--- src/rtl/noc_rx_endpoint.sv ---
// ---------------------------------------------------------------------------
// noc_rx_endpoint
//
// Processor-side receive endpoint for one node of the 2x2 mesh NoC.
// Takes flits from the router's local output and checks their destination.
// Flits addressed to this node go into a first-word-fall-through FIFO, which
// the processor drains with a valid/read handshake. rx_ready feeds this
// node's bit of processor_ready_signals.
//
// Optional build macro: NOC_RX_PARITY_EN
//   Defined   : payload[3] is an even-parity bit over rx_flit[7:0]. Correctly
//               routed flits with bad parity are discarded and counted on
//               parity_err_count.
//   Undefined : no parity check; all four payload bits are data.
//
// Ports
//   clock            in   system clock, rising edge
//   reset            in   synchronous, active-low reset
//   rx_flit[8:0]     in   [8] valid, [7:6] dest, [5:4] src, [3:0] payload
//   block_all_paths  in   global block; traffic refused while high
//   flush            in   one-cycle pulse; discards FIFO contents
//   rx_ready         out  endpoint can accept a flit this cycle
//   proc_valid       out  proc_data holds the head flit
//   proc_data[5:0]   out  head flit {src, payload}
//   proc_rd_en       in   pop head when proc_valid is high
//   fifo_count       out  current occupancy
//   overflow         out  sticky: valid flit arrived while full, no pop
//   drop_count       out  saturating count of dropped flits
//   misroute_count   out  saturating count of misrouted flits
//   parity_err_count out  (NOC_RX_PARITY_EN only) saturating parity errors
// ---------------------------------------------------------------------------
module noc_rx_endpoint #(
    parameter int NODE_ID = 0,
    parameter int DEPTH   = 4,
    parameter int CNT_W   = 8
) (
    input  logic                     clock,
    input  logic                     reset,
    input  logic [8:0]               rx_flit,
    input  logic                     block_all_paths,
    input  logic                     flush,
    output logic                     rx_ready,
    output logic                     proc_valid,
    output logic [5:0]               proc_data,
    input  logic                     proc_rd_en,
    output logic [$clog2(DEPTH):0]   fifo_count,
    output logic                     overflow,
    output logic [CNT_W-1:0]         drop_count,
    output logic [CNT_W-1:0]         misroute_count
`ifdef NOC_RX_PARITY_EN
    ,
    output logic [CNT_W-1:0]         parity_err_count
`endif
);

    localparam int AW = $clog2(DEPTH);
    localparam int CW = AW + 1;
    localparam logic [CW-1:0]    DEPTH_C = CW'(DEPTH);
    localparam logic [1:0]       NODE_C  = 2'(NODE_ID);
    localparam logic [CNT_W-1:0] CNT_MAX = '1;

    typedef enum logic [1:0] {ST_INIT, ST_RUN, ST_BLOCK, ST_FLUSH} state_t;

    state_t            state_q, state_d;
    logic [5:0]        mem_q [DEPTH];
    logic [AW-1:0]     wr_ptr_q, wr_ptr_d;
    logic [AW-1:0]     rd_ptr_q, rd_ptr_d;
    logic [CW-1:0]     count_q, count_d;
    logic [CW-1:0]     remain;
    logic [5:0]        data_q, data_d;
    logic              rx_ready_q, rx_ready_d;
    logic              overflow_q, overflow_d;
    logic [CNT_W-1:0]  drop_q, drop_d;
    logic [CNT_W-1:0]  mis_q, mis_d;

    logic              flit_valid, dest_ok, in_run, full, parity_bad;
    logic              push, pop, ovf_hit, drop_hit, mis_hit;
    logic [5:0]        push_data;

    function automatic logic [CNT_W-1:0] sat_inc(input logic [CNT_W-1:0] v,
                                                 input logic en);
        return (en && (v != CNT_MAX)) ? v + CNT_W'(1) : v;
    endfunction

    // ---------------- state machine ----------------
    always_comb begin
        state_d = state_q;
        unique case (state_q)
            ST_INIT:  state_d = ST_RUN;
            ST_RUN: begin
                if (flush)                state_d = ST_FLUSH;
                else if (block_all_paths) state_d = ST_BLOCK;
            end
            ST_BLOCK: begin
                if (flush)                 state_d = ST_FLUSH;
                else if (!block_all_paths) state_d = ST_RUN;
            end
            ST_FLUSH: state_d = block_all_paths ? ST_BLOCK : ST_RUN;
            default:  state_d = ST_INIT;
        endcase
    end

    // ---------------- accept / drop decisions ----------------
    always_comb begin
        flit_valid = rx_flit[8];
        dest_ok    = (rx_flit[7:6] == NODE_C);
        in_run     = (state_q == ST_RUN);
        full       = (count_q == DEPTH_C);
        push_data  = rx_flit[5:0];
`ifdef NOC_RX_PARITY_EN
        parity_bad = ^rx_flit[7:0];
`else
        parity_bad = 1'b0;
`endif
        pop      = proc_rd_en && proc_valid &&
                   ((state_q == ST_RUN) || (state_q == ST_BLOCK));
        // A pop in the same cycle frees the slot a full FIFO needs.
        push     = in_run && flit_valid && dest_ok && !parity_bad && (!full || pop);
        ovf_hit  = in_run && flit_valid && dest_ok && !parity_bad && full && !pop;
        mis_hit  = in_run && flit_valid && !dest_ok;
        // Outside RUN every valid flit is a drop, misrouted or not.
        drop_hit = (flit_valid && !in_run) || ovf_hit;
    end

    // ---------------- FIFO bookkeeping ----------------
    always_comb begin
        wr_ptr_d = wr_ptr_q + AW'(push);
        rd_ptr_d = rd_ptr_q + AW'(pop);
        count_d  = count_q + CW'(push) - CW'(pop);
        remain   = count_q - CW'(pop);
        // Clearing on entry makes the FLUSH cycle itself show an empty FIFO.
        if (state_d == ST_FLUSH) begin
            wr_ptr_d = '0;
            rd_ptr_d = '0;
            count_d  = '0;
        end
        // Head register: the pushed flit bypasses memory when it becomes the
        // head immediately; otherwise read the entry at the new read pointer.
        // The value is held while the FIFO is empty.
        data_d = data_q;
        if (count_d != '0) begin
            data_d = (remain == '0) ? push_data : mem_q[rd_ptr_d];
        end
        rx_ready_d = (state_d == ST_RUN) && (count_d < DEPTH_C);
        overflow_d = overflow_q || ovf_hit;
        drop_d     = sat_inc(drop_q, drop_hit);
        mis_d      = sat_inc(mis_q, mis_hit);
    end

    always_ff @(posedge clock) begin
        if (push && reset) begin
            mem_q[wr_ptr_q] <= push_data;
        end
    end

    always_ff @(posedge clock) begin
        if (!reset) begin
            state_q    <= ST_INIT;
            wr_ptr_q   <= '0;
            rd_ptr_q   <= '0;
            count_q    <= '0;
            data_q     <= '0;
            rx_ready_q <= 1'b0;
            overflow_q <= 1'b0;
            drop_q     <= '0;
            mis_q      <= '0;
        end else begin
            state_q    <= state_d;
            wr_ptr_q   <= wr_ptr_d;
            rd_ptr_q   <= rd_ptr_d;
            count_q    <= count_d;
            data_q     <= data_d;
            rx_ready_q <= rx_ready_d;
            overflow_q <= overflow_d;
            drop_q     <= drop_d;
            mis_q      <= mis_d;
        end
    end

`ifdef NOC_RX_PARITY_EN
    logic [CNT_W-1:0] perr_q, perr_d;
    logic             perr_hit;

    always_comb begin
        perr_hit = in_run && flit_valid && dest_ok && parity_bad;
        perr_d   = sat_inc(perr_q, perr_hit);
    end

    always_ff @(posedge clock) begin
        if (!reset) perr_q <= '0;
        else        perr_q <= perr_d;
    end

    assign parity_err_count = perr_q;
`endif

    assign rx_ready       = rx_ready_q;
    assign proc_valid     = (count_q != '0);
    assign proc_data      = data_q;
    assign fifo_count     = count_q;
    assign overflow       = overflow_q;
    assign drop_count     = drop_q;
    assign misroute_count = mis_q;

endmodule
--- config.mk ---
export PLATFORM = sky130hd
export DESIGN_NAME = noc_rx_endpoint
export DESIGN_NICKNAME = d
export VERILOG_FILES = /design/src/rtl/noc_rx_endpoint.sv
export SDC_FILE = /design/constraint.sdc
export NUM_CORES = 1
export LEC_CHECK = 0
export BUFFER_PORTS_ARGS = -buffer_cell sky130_fd_sc_hd__buf_4
export CAP_MARGIN = 25
export CORE_UTILIZATION = 50
export CTS_CLUSTER_DIAMETER = 80
export DETAILED_ROUTE_END_ITERATION = 10
export HOLD_SLACK_MARGIN = 0.12
export PLACE_DENSITY_LB_ADDON = 0.1
export SYNTH_ARGS = -nofsm -noshare
export SYNTH_HDL_FRONTEND = slang
export SYNTH_SLANG_ARGS = --single-unit
--- constraint.sdc ---
create_clock -name clock -period 4.6 [get_ports clock]
set_input_delay 0.69 -clock clock [delete_from_list [all_inputs] [get_ports clock]]
set_output_delay 0.69 -clock clock [all_outputs]
set_load 0.1 [all_outputs]
Word level (Yosys, flattened, before mapping)
Memories as Yosys holds them, arrays and structs flattened.
Index checks and enable logic that the tools add are counted.
- memories kept: 1
- RAM bits: 24
- register bits: 33
- word-level logic and storage cells: 65
- memory list (memory ; words ; bits a word ; rd ports ; clocked after Yosys merged registers in ; write ports ; RTL line ; source):
    mem_q ; 4 ; 6 ; 1 ; 0 ; 1 ; 65 ; logic [5:0] mem_q [DEPTH];
- bitwise logic cells: 1
- reductions and logical operators: 27
- eq/ne operators: 8
- add/sub/neg operators: 7
- magnitude comparators: 1
- muxes and demuxes: 11
- operators with widths (operator ; count):
    adder 8 x 1 -> 8 bit (second input constant) ; 2
    inequality test 8 bit (second input constant) ; 2
    logical AND 1 bit ; 13
    2-to-1 mux 2 bit ; 6
    one-hot mux 2 bit (4 select lines) ; 1
    equality test 2 bit (second input constant) ; 3
    2-to-1 mux 6 bit ; 1
    nonzero test 3 bit ; 2
    subtractor 3 x 1 -> 3 bit ; 2
    adder 2 x 1 -> 2 bit ; 2
    equality test 2 x 1 -> 1 bit (second input constant) ; 2
    logical NOT 1 bit ; 4
    logical NOT 2 bit ; 2
    logical OR 1 bit ; 4
    adder 3 x 1 -> 3 bit ; 1
    equality test 3 bit (second input constant) ; 1
    logical NOT 3 bit ; 1
    < comparator 3 bit (second input constant) ; 1
    2-to-1 mux 3 bit ; 1
    2-to-1 mux 1 bit ; 2
    OR reduction 2 bit ; 1
    inverter 1 bit ; 1

Longest topological paths before layout
Gate-level depths: netlist of run 1.
- depth in word-level cells: 10
- mapped depth: 15
- depth with buffers taken out: 15

Worst setup path before layout of run 1
No wires, ideal clock.
- path kind: register -> register
- from: register count_q[2] (netlist: fifo_count[2])
- to: register data_q[2] (netlist: proc_data[2])
- path slack: 0.536 ns
- clock period less this slack: 4.064 ns
- required time: 4.483 ns
- path buffers: 0
- stages on the path, launching flop included: 12
- data arrival time: 3.947 ns
- cell sequence: dfxtp_1 -> or3_1 -> nor2b_1 -> ha_1 -> inv_1 -> ha_1 -> fa_1 -> xor2_1 -> xnor2_1 -> or3_4 -> a21boi_4 -> o211a_1
- cells in the longest elaborated chain, start to end: 9
- elaborated cells between the ends (all ways): 17
- classes of those cells: add/sub (4); eq/ne (1); mux (3); reduce/logical (8); memory (1)
- RTL lines (item ; RTL line ; source):
    start, declared ; 68 ; logic [CW-1:0] count_q, count_d;
    start signal, assigned ; 171 ; count_q <= count_d;
    nonzero test 3 bit (*) ; 198 ; assign proc_valid = (count_q != '0);
    net proc_valid ; 43 ; output logic proc_valid,
    logical AND 1 bit (*) (2 in series) ; 115 ; pop = proc_rd_en && proc_valid &&
    logical OR 1 bit ; 118 ; push = in_run && flit_valid && dest_ok && !parity_bad && (!full || pop);
    logical AND 1 bit ; 118 ;
    adder 3 x 1 -> 3 bit ; 129 ; count_d = count_q + CW'(push) - CW'(pop);
    subtractor 3 x 1 -> 3 bit ; 129 ;
    2-to-1 mux 3 bit ; 132 ; if (state_d == ST_FLUSH) begin
    nonzero test 3 bit ; 141 ; if (count_d != '0) begin
    end signal, assigned ; 172 ; data_q <= data_d;
    end, declared ; 70 ; logic [5:0] data_q, data_d;
Mark *: on every way through the listed nets, which the timed path passes. The rest lies on a longest branch.
A chain may end at the register's enable or synchronous reset.

Worst setup path after layout of run 1
- from: register state_q[1]
- to: register data_q[4] (netlist: proc_data[4])
- cells in the longest elaborated chain, start to end: 9
- elaborated cells between the ends (all ways): 26
- classes of those cells: add/sub (4); eq/ne (4); mux (8); reduce/logical (9); memory (1)
- RTL lines (item ; RTL line ; source):
    start, declared ; 64 ; state_t state_q, state_d;
    start signal, assigned ; 168 ; state_q <= state_d;
    equality test 2 x 1 -> 1 bit or equality test 2 bit (tied branches) ; 88, 107, 116 ;
    logical OR 1 bit ; 116 ; ((state_q == ST_RUN) || (state_q == ST_BLOCK));
    logical AND 1 bit ; 115 ;
    logical OR 1 bit ; 118 ;
    logical AND 1 bit ; 118 ;
    adder 3 x 1 -> 3 bit ; 129 ;
    subtractor 3 x 1 -> 3 bit ; 129 ;
    2-to-1 mux 3 bit ; 132 ;
    nonzero test 3 bit ; 141 ;
Several ways; a longest one is shown, not always the timed one.

==> flow_summary_export.csv, run 1 <==
group,metric,value,unit
pwr,pwr-share-comb,37.4,%
synthesis,yosys-top-cells-count,"dfxtp_1 (33), edfxtp_1 (24), nand2_1 (19)",
pwr,cellLeakagePower,1.39,nW
worst_setup_path,crit_chain,"inv_1 -> ha_1 -> nand2_1 -> nand3_1 -> nor2b_1 -> inv_1 -> ha_1 -> inv_1 -> ha_1 -> fa_1 -> xor2_1 -> xnor2_1 -> or3_4 -> o211ai_1 -> o22ai_1",
synthesis,yosysWarnings,0,
worst_setup_path,cp_slowest_cell,"dfxtp_1",
die,start_util,52.1,%
synthesis,postSynthCellCount,237,
die,fp.coreArea,5140,µm²
place,dp.cells,344,
final_layout,syn_to_final_growth,22.1,%
synthesis,synth_top_area_share,26.9,%
cts,cts_setup_buffers,0,
sta,post-route-period-util,72.9,%
worst_setup_path,r2r_start,"state_q[1]",
pwr,p_clk_share,28.4,%
sta,worst_pin_slew,0.937,ns
drt,wirelength,5.36,mm
global_route,grt_max_degree,35,
global_route,grt_pass1_wl,8.53,mm
cts,hold_buffers,0,
synthesis,synth_edf_count,24,
global_route,antenna_found_initial,0,
sta,min_period,3.35,ns
cts,clockBufferDepth,2,
final_layout,drive_above_1_share,23.7,%
cts,htree_levels,3,
worst_setup_path,cp-startpoint,"state_q[1]",
cts,numCtsBuffers,9,
sta,final_hold_viol_count,0,
global_route,grt_pass1_vias,1790,
synthesis,synth_nets,263,
worst_setup_path,path_max_fanout,5,
drt,wl_per_cell,14.8,µm
sta,hold_slack,0.469,ns
synthesis,synth_top_cell_by_area,"edfxtp_1",
place,io_buffers,41,
drt,route.detailed.drc,0,
synthesis,yosys-top-cells-area,"edfxtp_1 (27%), dfxtp_1 (25%), ha_1 (5.1%), mux2i_1 (4.5%), xor2_1 (4.3%)",
pwr,p_int,0.00106,W
worst_setup_path,start_kind,"flip-flop",
cts,cts_tree,"done",
sta,rsz0062_at_grt,"false",
synthesis,synth_area_per_cell,11.3,µm²
final_layout,fin_util,63.6,%
worst_setup_path,worstSetupEndpointType,"flip-flop",
cts,root_buffer,"clkbuf_8",
sta,setup_tns,0,ns
worst_setup_path,critPathBufInv,3,
pwr,netSwitchingFraction,39.6,%
synthesis,ys_types,44,
drt,via_per_inst,5.34,
die,fp.dieW,75.2,µm
synthesis,ys_seq_area_share,51.6,%
worst_setup_path,worstPathRequired,4.80,ns
synthesis,ys_ff_latch,57,
drt,drtAntennaViolNets,0,
die,num_rows,26,
global_route,overflow,0,
final_layout,diodes,0,
synthesis,synth_area,2680,µm²
synthesis,ys.flop_type,"dfxtp_1",
synthesis,async_reset_ff_share,0,%
pwr,p_sw,0.000692,W
worst_setup_path,path_delay_family,"adder cells",
cts,clk_pin_slew,0.07,ns
cts,clkSinkCount,57,
synthesis,synth_most_common_cell,"dfxtp_1",
drt,drt_first_pass_iters,4,
drt,drt_iter0_markers,78,
place,gp_congestion,0.766,
sta,fin_skew,0.00853,ns
worst_setup_path,cpPeakStageDelay,0.40,ns
hold_path,hold_start,"overflow",
die,die_area,5650,µm²
die,chipHeight,75.2,µm
sta,slew_headroom,37.0,%
sta,slew_viol_final,0,
worst_setup_path,timing_worst_setup_path_type,"flip-flop to flip-flop",
sta,finalSetupViolCount,0,
pwr,irDropWorstVdd,0.469,mV
outcome,status,"complete, no violations",
flow_run,maxCapViolations,0,
final_layout,finalNetCount,312,
pwr,powerDensity,535,nW/µm²
global_route,grt_use_total,21.3,%
sta,clock.fmax,0.298,GHz
cts,worst_skew_pair.late_latency,0.34,ns
cts,post_cts_resized,0,
hold_path,hold_class,"flip-flop to flip-flop",
pwr,p_seq_share,34.2,%
place,hpwl,3.68,mm
die,io_pins,42,
worst_setup_path,arrival,3.55,ns
drt,vias,1927,
final_layout,stdcell_count,361,
## sequential cells by signal, summed over array words and instances, names as in the netlist
name and count:
fifo_count 3, overflow 1, rd_ptr_q 2, state_q 2
mem_q 24, wr_ptr_q 2, misroute_count 8, proc_data 6
rx_ready 1, drop_count 8
## area by class of cell
cell class | count | area, µm²
fillers | 447 | 1870
inverters | 10 | 37.5
clock inverters | 7 | 85.1
clock buffers | 9 | 124
flip-flops and latches | 57 | 1380
repair buffers | 43 | 318
multi-input cells | 165 | 1240
well taps | 70 | 87.6
## worst paths after layout
check / cells past startpoint / end / slack, ns
min: 1 / overflow / 0.47
max: 15 / proc_data[4] / 1.25
min reg2reg: 1 / overflow / 0.47
max reg2reg: 15 / proc_data[4] / 1.25
## metrics by stage
stage	total power [W]	worst slack [ns]	area [µm²]
6_report	0.00175	1.25	3270
3_5_place_dp	0.00126	1.19	3060
2_1_floorplan	0.00113	0.536	2680
3_3_place_gp	0.00126	1.26	3050
5_1_grt	0.00182	0.912	3270
4_1_cts	0.00176	1.25	3270
## placed cells by master (no fill, tap or decap), drive strengths merged, types with 6 or more instances in the layout
master | Yosys | final
dfxtp | 33 | 33
xor2 | 13 | 13
edfxtp | 24 | 24
buf | 2 | 43
nor3 | 9 | 9
a41oi | 6 | 6
nand3 | 11 | 11
mux2i | 12 | 12
nand2 | 19 | 19
ha | 11 | 11
inv | 10 | 10
nor2 | 7 | 7
and2 | 16 | 16
clkbuf | 3 | 9
## cells by family after synthesis
| logic type | after synthesis | synth area share (%) |
|---|---|---|
| flops | 57 | 51.6 |
| compound gates | 30 | 8.69 |
| xor+xnor | 18 | 6.59 |
| fa+ha+maj | 12 | 5.89 |
| buf+inv | 15 | 2.20 |
| simple gates | 87 | 17.6 |
| mux | 18 | 7.43 |
## power by group through the flow
stage	clock, W	sequential [W]	combinational (W)
6_report	0.000497	0.000598	0.000654
5_1_grt	0.000522	0.000603	0.000695
4_1_cts	0.000505	0.000598	0.000657
3_5_place_dp	0	0.000608	0.000656
3_3_place_gp	0	0.000611	0.000648
2_1_floorplan	0	0.000861	0.000269
## routing by layer
layer / up-vias / wire (µm) / track usage (%)
met2: 37 / 2540 / 33.8
met5: - / 0 / 0
met4: 0 / 110 / 11.1
met3: 10 / 199 / 4.28
met1: 922 / 2510 / 27.5
li1: 958 / - / -
Power figures use the tool's default switching activity.
==> inputs of run 2 (changes only) <==
- ABC_AREA: not set -> 1
- clock period: 4.6 -> 3.01 ns (I/O delays scaled with it)
==> run 2 against run 1 <==
Utilization increased by 3.2 points. Critical path depth rose by 1. Register-to-register slack worse by 1.2 ns. Power rose by 51%. Wire length rose by 8.4%.
==> flow_summary_export.csv, run 2 <==
group,metric,value,unit
outcome,status,"complete, no violations",
cts,hold_buffers,0,
sta,hold_slack,0.329,ns
sta,setup_ws,0.0792,ns
drt,drtAntennaViolNets,0,
final_layout,syn_to_final_growth,26.1,%
worst_setup_path,arrival,3.13,ns
final_layout,finalNetCount,404,
sta,finalSetupViolCount,0,
cts,worst_skew_pair.late_latency,0.33,ns
final_layout,n_fill_cell,432,
cts,clk_pin_slew,0.07,ns
place,dp.cells,435,
synthesis,yosys-top-cells-area,"edfxtp_1 (26%), dfxtp_1 (24%), nand2_1 (7.4%), inv_1 (6.9%), nor2_1 (5.1%)",
worst_setup_path,cpPeakStageDelay,0.41,ns
global_route,antenna_found_initial,0,
final_layout,layout_commonest_cell,"nand2_1",
drt,drt_iter0_markers,83,
synthesis,synth_area_per_cell,8.59,µm²
worst_setup_path,timing_worst_setup_path_type,"flip-flop to flip-flop",
global_route,grt_pass1_vias,1906,
die,die_area,5850,µm²
synthesis,async_reset_ff_share,0,%
drt,wl_per_cell,12.8,µm
die,fp.dieW,76.5,µm
die,start_util,53.0,%
worst_setup_path,cp_slowest_cell,"fa_2",
sta,clock.fmax,0.341,GHz
die,fp.coreArea,5240,µm²
sta,final_hold_viol_count,0,
final_layout,top_register,"mem_q",
final_layout,diodes,0,
worst_setup_path,worstPathRequired,3.21,ns
synthesis,ys_ff_latch,57,
global_route,overflow,0,
synthesis,yosys-top-cells-count,"nand2_1 (55), inv_1 (51), nor2_1 (38)",
synthesis,ys.flop_type,"dfxtp_1",
drt,drt_first_pass_iters,4,
cts,cts_tree,"done",
worst_setup_path,path_max_fanout,6,
final_layout,largest_reg_flops,24,
drt,wirelength,5.81,mm
flow_run,maxCapViolations,0,
synthesis,ys_seq_area_share,49.8,%
place,dp_slack,0.157,ns
die,io_pins,42,
synthesis,synth_top_area_share,26.0,%
cts,clkSinkCount,57,
die,num_rows,26,
synthesis,yosysWarnings,0,
synthesis,synth_most_common_cell,"nand2_1",
worst_setup_path,crit_chain,"inv_4 -> ha_4 -> nand2_4 -> nand2_2 -> nand2_4 -> ha_4 -> inv_1 -> ha_2 -> fa_2 -> xor2_4 -> xor2_2 -> o31ai_2 -> buf_2 -> nor2_1 -> nand2_1 -> a21oi_2",
worst_setup_path,start_kind,"flip-flop",
cts,numCtsBuffers,9,
pwr,powerDensity,753,nW/µm²
pwr,irDropWorstVdd,0.471,mV
worst_setup_path,path_delay_family,"adder cells",
cts,root_buffer,"clkbuf_8",
place,io_buffers,41,
synthesis,synth_nets,349,
place,gp_congestion,0.769,
synthesis,synth_edf_count,24,
synthesis,synth_top_cell_by_area,"edfxtp_1",
worst_setup_path,worstSetupEndpointType,"flip-flop",
global_route,grt_use_total,20.7,%
drt,route.detailed.drc,0,
synthesis,postSynthCellCount,323,
pwr,finalPower,0.00264,W
synthesis,ys_types,34,
synthesis,synth_area,2780,µm²
drt,vias,2202,
global_route,grt_max_degree,18,
die,chipHeight,76.5,µm
final_layout,final_cell_mix,"nand2_1 (52), buf_4 (51), inv_1 (48), nor2_1 (38), dfxtp_1 (28)",
worst_setup_path,critPathBufInv,3,
sta,post-route-period-util,97.4,%
global_route,grt_pass1_wl,9.29,mm
final_layout,stdcell_count,453,
final_layout,drive_above_1_share,27.2,%
cts,htree_levels,3,
sta,slew_headroom,62.9,%
sta,worst_pin_slew,0.556,ns
sta,min_period,2.93,ns
drt,via_per_inst,4.86,
sta,fin_skew,0.00952,ns
cts,clockBufferDepth,2,
pwr,cellLeakagePower,1.51,nW
place,hpwl,4.09,mm
hold_path,hold_class,"primary input to flip-flop",
sta,slew_viol_final,0,
## run 2: changes by cell type after synthesis, moves of 5 or more
cell,delta
a21oi_1,+17
o22ai_1,-5
nor2_1,+31
mux2i_1,-12
nand2_1,+36
and2_1,-16
o21ai_0,+8
mux2_2,-5
nand3_1,+14
inv_1,+41
a41oi_1,-6
xor2_1,-8
nand3b_1,+6
## run 2: final cells by class
cell class	instances	area [µm²]	area share [%]
Sequential cell	57	1390	39.8
Multi-Input combinational cell	205	1240	35.4
Timing Repair Buffer	52	388	11.1
Inverter	53	204	5.83
Clock buffer	12	145	4.15
Tap cell	70	87.6	2.50
Clock inverter	4	43.8	1.25
## run 2: report_power, final
group	internal (W)	switching [W]
Sequential	0.000868	0.0000526
Clock	0.000400	0.000279
Combinational	0.000270	0.000767
## run 2: metal layers
metal  vias to the layer above  wire length [µm]  GRT usage (%)
li1                       1157                 -              -
met1                       985              2760           27.0
met2                        54              2690           32.4
met3                         6               286           5.99
met4                         0                75           8.08
met5                         -                 0              0
## run 2: cells by family after synthesis
family	share of synthesized area, %
simple gates	25.8
buf+inv	8.88
flops	49.8
compound gates	7.62
fa+ha+maj	5.68
xor+xnor	2.21
## run 2: path summary, 6_finish.rpt
check                 endpoint  slack (ns)  startpoint  depth (start not counted)
setup / recovery  proc_data[1]        0.08  state_q[0]                         16
hold / removal     mem_q[2][5]        0.33  rx_flit[5]                          1
setup reg to reg  proc_data[1]        0.08  state_q[0]                         16
hold reg to reg       overflow        0.45    overflow                          2
## run 2: timing repair
item | 4_1_cts | 5_1_grt
gates resized for setup | 0 | 25
setup buffers | 0 | 1
setup endpoints to repair | 0 | 6
## run 2: metrics by stage
stage / cell area, µm² / setup TNS [ns] / util [%]
3_3_place_gp: 3190 / 0 / 61.0
6_report: 3500 / 0 / 66.8
2_1_floorplan: 2780 / 0 / -
3_5_place_dp: 3190 / 0 / 61.0
5_1_grt: 3500 / -0.179 / 66.8
4_1_cts: 3380 / 0 / 64.6
